File: src/rtl/mau_pkg.sv
// Shared encodings for the data-memory access unit: access sizes, FSM states
// and the alignment rule used to reject requests before they touch memory.
package mau_pkg;

  localparam logic [1:0] SZ_BYTE = 2'b00;
  localparam logic [1:0] SZ_HALF = 2'b01;
  localparam logic [1:0] SZ_WORD = 2'b10;
  localparam logic [1:0] SZ_ILL  = 2'b11;

  typedef enum logic [2:0] {
    IDLE,
    LOAD,
    RMW_READ,
    STORE,
    RESP
  } mau_state_t;

  // True when the size is illegal or the address is not naturally aligned.
  function automatic logic req_is_bad(input logic [1:0] size, input logic [1:0] addr_lo);
    logic bad;
    case (size)
      SZ_BYTE: bad = 1'b0;
      SZ_HALF: bad = addr_lo[0];
      SZ_WORD: bad = (addr_lo != 2'b00);
      default: bad = 1'b1;
    endcase
    return bad;
  endfunction

endpackage

File: src/rtl/mem_lane_shifter.sv
// Little-endian lane logic: extracts and extends a loaded byte/half/word, and
// merges store data into an existing word leaving unselected bytes untouched.
module mem_lane_shifter
  import mau_pkg::*;
(
  input  logic [31:0] rd_word,
  input  logic [1:0]  lane,
  input  logic [1:0]  size,
  input  logic        sign_ext,
  output logic [31:0] load_data,
  input  logic [31:0] old_word,
  input  logic [31:0] new_data,
  output logic [31:0] merged_word
);

  logic [15:0] shifted;
  logic [31:0] wr_rep;

  assign shifted = 16'(rd_word >> {lane, 3'b000});

  always_comb begin
    load_data = '0;
    case (size)
      SZ_BYTE: load_data = {{24{sign_ext & shifted[7]}}, shifted[7:0]};
      SZ_HALF: load_data = {{16{sign_ext & shifted[15]}}, shifted[15:0]};
      SZ_WORD: load_data = rd_word;
      default: load_data = '0;
    endcase
  end

  // Replicate the store data across every lane so each byte slot can simply
  // pick either the replicated new byte or the old byte.
  always_comb begin
    wr_rep = new_data;
    case (size)
      SZ_BYTE: wr_rep = {4{new_data[7:0]}};
      SZ_HALF: wr_rep = {2{new_data[15:0]}};
      default: wr_rep = new_data;
    endcase
  end

  genvar gi;
  generate
    for (gi = 0; gi < 4; gi++) begin : g_lane
      logic byte_en;
      assign byte_en = (size == SZ_BYTE) ? (lane == 2'(gi)) :
                       (size == SZ_HALF) ? (lane[1] == 1'(gi / 2)) : 1'b1;
      assign merged_word[8*gi +: 8] = byte_en ? wr_rep[8*gi +: 8] : old_word[8*gi +: 8];
    end
  endgenerate

endmodule

File: src/rtl/mem_access_unit.sv
// Load/store initiator for a word-wide data memory with combinational read and
// synchronous write; sub-word stores are performed as read-modify-write.
module mem_access_unit
  import mau_pkg::*;
#(
  parameter int ADDR_W = 32
) (
  input  logic              clk,
  input  logic              reset,
  input  logic              req_valid,
  output logic              req_ready,
  input  logic              req_we,
  input  logic [1:0]        req_size,
  input  logic              req_signed,
  input  logic [ADDR_W-1:0] req_addr,
  input  logic [31:0]       req_wdata,
  output logic              resp_valid,
  output logic [31:0]       resp_rdata,
  output logic              resp_err,
  output logic [ADDR_W-1:0] mem_addr,
  output logic              mem_we,
  output logic [31:0]       mem_wdata,
  input  logic [31:0]       mem_rdata
);

  mau_state_t state_reg, state_next;

  logic              we_reg;
  logic [1:0]        size_reg;
  logic              signed_reg;
  logic [ADDR_W-1:0] addr_reg;
  logic [31:0]       wdata_reg;
  logic [31:0]       buf_reg;
  logic [31:0]       resp_rdata_reg;
  logic              resp_err_reg;

  logic        accept;
  logic        req_err;
  logic        store_cycle;
  logic [31:0] load_data;
  logic [31:0] merged_word;

  assign accept  = req_valid && req_ready;
  assign req_err = req_is_bad(req_size, req_addr[1:0]);

  mem_lane_shifter u_lane_shifter (
    .rd_word    (mem_rdata),
    .lane       (addr_reg[1:0]),
    .size       (size_reg),
    .sign_ext   (signed_reg),
    .load_data  (load_data),
    .old_word   (mem_rdata),
    .new_data   (wdata_reg),
    .merged_word(merged_word)
  );

  always_ff @(posedge clk) begin
    if (reset) begin
      state_reg <= IDLE;
    end else begin
      state_reg <= state_next;
    end
  end

  always_comb begin
    state_next  = state_reg;
    req_ready   = 1'b0;
    store_cycle = 1'b0;
    case (state_reg)
      IDLE: begin
        req_ready = 1'b1;
        if (req_valid) begin
          if (req_err) begin
            state_next = RESP;
          end else if (!req_we) begin
            state_next = LOAD;
          end else if (req_size == SZ_WORD) begin
            state_next = STORE;
          end else begin
            state_next = RMW_READ;
          end
        end
      end
      LOAD:     state_next = RESP;
      RMW_READ: state_next = STORE;
      STORE: begin
        store_cycle = 1'b1;
        state_next  = RESP;
      end
      RESP:     state_next = IDLE;
      default:  state_next = IDLE;
    endcase
  end

  // Request latch, RMW merge buffer and response registers. The response
  // registers only change on the way into RESP so they hold between responses.
  always_ff @(posedge clk) begin
    if (reset) begin
      we_reg         <= 1'b0;
      size_reg       <= SZ_BYTE;
      signed_reg     <= 1'b0;
      addr_reg       <= '0;
      wdata_reg      <= '0;
      buf_reg        <= '0;
      resp_rdata_reg <= '0;
      resp_err_reg   <= 1'b0;
    end else begin
      if (accept) begin
        we_reg     <= req_we;
        size_reg   <= req_size;
        signed_reg <= req_signed;
        addr_reg   <= req_addr;
        wdata_reg  <= req_wdata;
      end
      if (state_reg == RMW_READ) begin
        buf_reg <= merged_word;
      end
      case (state_reg)
        IDLE: begin
          if (accept && req_err) begin
            resp_rdata_reg <= '0;
            resp_err_reg   <= 1'b1;
          end
        end
        LOAD: begin
          resp_rdata_reg <= load_data;
          resp_err_reg   <= 1'b0;
        end
        STORE: begin
          resp_rdata_reg <= '0;
          resp_err_reg   <= 1'b0;
        end
        default: ;
      endcase
    end
  end

  // The write strobe is masked by reset so an interrupted store never lands.
  assign mem_we     = store_cycle && !reset && we_reg;
  assign mem_addr   = {addr_reg[ADDR_W-1:2], 2'b00};
  assign mem_wdata  = (size_reg == SZ_WORD) ? wdata_reg : buf_reg;
  assign resp_valid = (state_reg == RESP);
  assign resp_rdata = resp_rdata_reg;
  assign resp_err   = resp_err_reg;

endmodule

File: config.mk
export PLATFORM = sky130hd
export DESIGN_NAME = mem_access_unit
export DESIGN_NICKNAME = d
export VERILOG_FILES = /design/src/rtl/mau_pkg.sv /design/src/rtl/mem_lane_shifter.sv /design/src/rtl/mem_access_unit.sv
export SDC_FILE = /design/constraint.sdc
export NUM_CORES = 1
export LEC_CHECK = 0
export ABC_CLOCK_PERIOD_IN_PS = 4600
export CORE_ASPECT_RATIO = 2
export CORE_MARGIN = 2
export CORE_UTILIZATION = 24
export DETAILED_ROUTE_END_ITERATION = 10
export PLACE_DENSITY = 0.48
export SYNTH_ARGS = -nofsm -noshare
export SYNTH_HDL_FRONTEND = slang
export SYNTH_HIERARCHICAL = 1
export SYNTH_SLANG_ARGS = --single-unit
File: constraint.sdc
create_clock -name clk -period 4.6 [get_ports clk]
set_input_delay 0.69 -clock clk [delete_from_list [all_inputs] [get_ports clk]]
set_output_delay 0.69 -clock clk [all_outputs]
set_load 0.01 [all_outputs]
==> impl_metrics.tcl <==
set metrics [dict create \
    cts_tree "built" \
    cellLeakagePower_nw 3.53 \
    power_density_nw_per_um2 351 \
    viasPerCell 4.68 \
    end_kind "output port" \
    design_area_um2 9610 \
    clock-sinks 136 \
    syn_to_final_growth_pct 36.0 \
    grt_pass1_vias 6140 \
    htree_num_levels 4 \
    drive_gt1_share_pct 17.5 \
    io-pin-count 203 \
    yosysWarningCount 6 \
    rsz0062_at_grt "false" \
    num_vias 5939 \
    num_rows 88 \
    antenna_left 0 \
    synthFlopType "dfxtp_1" \
    post-cts-setup-buffers 0 \
    drv_cap 0 \
    period_minus_slack_ns 3.69 \
    insertion_delay_ns 0.44 \
    chipWidth_um 125 \
    grt_pass1_wl_um 38100 \
    numPortBuffers 200 \
    route.detailed.drc 0 \
    coreArea_um2 29000 \
    path_max_fanout 20 \
    max-vdd-ir-drop_v 0.000217 \
    crit_type "flip-flop to output port" \
    nets 1000 \
    synth_cells 764 \
    path_clk_slew_ns 0.06 \
    yosysTopAreaCell "dfxtp_1" \
    status "complete, no violations" \
    hold_violations 0 \
    hold_buffers 0 \
    ys_seq_area_share_pct 38.5 \
    final_core_util_pct 33.2 \
    fin_cells 1269 \
    netlist.area_leader.share_pct 38.5 \
    gp_congestion 0.780 \
    antenna_found_initial 1 \
    place_area_um2 9010 \
    worst-slew-pin-transition_ns 0.949 \
    hold_ws_ns 0.452 \
    crit_path_start_kind "flip-flop" \
    wl_per_cell_um 20.2 \
    worst_clock_skew_ns 0.00805 \
    die_h_um 247 \
    dpl.hpwl_um 19300 \
    finalPower_mw 3.37 \
    syn_avg_cell_area_um2 9.25 \
    place_ws_ns 1.34 \
    routed_wl_um 25600 \
    drt_iter0_drc 227 \
    tns_ns 0 \
    cts_buffers 17 \
    design.die.area_um2 30900 \
    cts_resized 0 \
    fmax_mhz 271 \
    period_share_pct 80.2 \
    setup_viol 0 \
    drt_pass1_iterations 4 \
    cp.required_ns 3.91 \
    setup_ws_ns 0.911 \
    report.final.slew_viol_count 0 \
    dp_cells 1238 \
    hp-class "flip-flop to flip-flop" \
    ys_ff_latch 136 \
    clk_path_buf_depth 2 \
    grt_usage_pct 16.6 \
    clockRootBuffer "clkbuf_16" \
    synth_area_um2 7070 \
    synthArstFlopShare_pct 0 \
    crit_arrival_ns 3.00 \
    grt_max_degree 83 \
    gr-total-overflow 0 \
    synthTopCellsByArea "dfxtp_1 (39%), mux2_2 (13%), nand2_1 (8.7%)" \
    start_util_pct 24.4 \
    max-slew-margin-rel_pct 36.7 \
    synth_cell_type_count 51 \
    synth_edf_count 0 \
]
synthesized netlist by cell type, types with 6 or more instances:
cell type / n
o211ai_2: 11
nor2_1: 34
o2bb2ai_1: 7
o21ai_0: 6
nor2b_1: 7
buf_2: 16
nand2_1: 163
a221o_1: 7
o211ai_1: 8
a22o_1: 39
mux2_4: 10
clkbuf_1: 30
mux2_2: 79
mux2i_1: 42
a22oi_1: 6
buf_4: 39
a21oi_1: 71
buf_6: 6
dfxtp_1: 136
where the power goes:
part           switching, mW  internal (mW)
logic                  0.316          0.325
registers             0.0689           1.24
clock network          0.530          0.898
total                  0.915           2.46
critical path: stages, from the launching register on:
cell	delay, ns
dfxtp_1	0.58
nor2b_2	0.67
buf_4	0.42
mux2_2	0.41
clkdlybuf4s50_1	0.48
cell families after synthesis:
| group | Yosys count | share of synthesized area [%] |
|---|---|---|
| multiplexers | 131 | 20.7 |
| AO/OA/AOI/OAI | 173 | 18.3 |
| buffers and inverters | 99 | 8.64 |
| other | 1 | 0.0531 |
| AND/OR/NAND/NOR | 224 | 13.8 |
| flip-flops | 136 | 38.5 |
final cells by class:
| class | count | area [µm²] |
|---|---|---|
| inverter | 3 | 11.3 |
| fill | 3049 | 19300 |
| clock inverter | 9 | 123 |
| timing repair buffer | 209 | 2070 |
| sequential | 136 | 2720 |
| tap | 360 | 450 |
| antenna | 1 | 2.50 |
| clock buffer | 21 | 480 |
| multi-input combinational | 530 | 3750 |
metal layers:
metal	share of wire (%)	GRT usage, %	vias up
li1	-	-	2910
met1	37	16.7	2811
met2	54	31.6	177
met3	4.1	3.25	41
met4	4.6	9.05	0
met5	0	0	-
final timing paths:
path,slack [ns],startpoint,cells past startpoint,endpoint
worst max-delay path,0.91,size_reg[0],4,mem_wdata[13]
worst min-delay path,0.45,we_reg,2,we_reg
worst max register to register,1.96,addr_reg[1],4,resp_rdata[23]
worst min register to register,0.45,we_reg,2,we_reg
cells in the final DEF (no fill, tap or decap), types with 8 or more instances in the layout:
master,n
dfxtp_1,136
nor2_1,34
nand2_1,163
o211ai_2,11
mux2_4,10
o211ai_1,8
mux2i_1,42
a22o_1,39
clkbuf_16,17
a21oi_1,71
mux2_2,79
buf_4,10
clkdlybuf4s50_1,199
No activity file was read; power rests on OpenSTA's default activity.
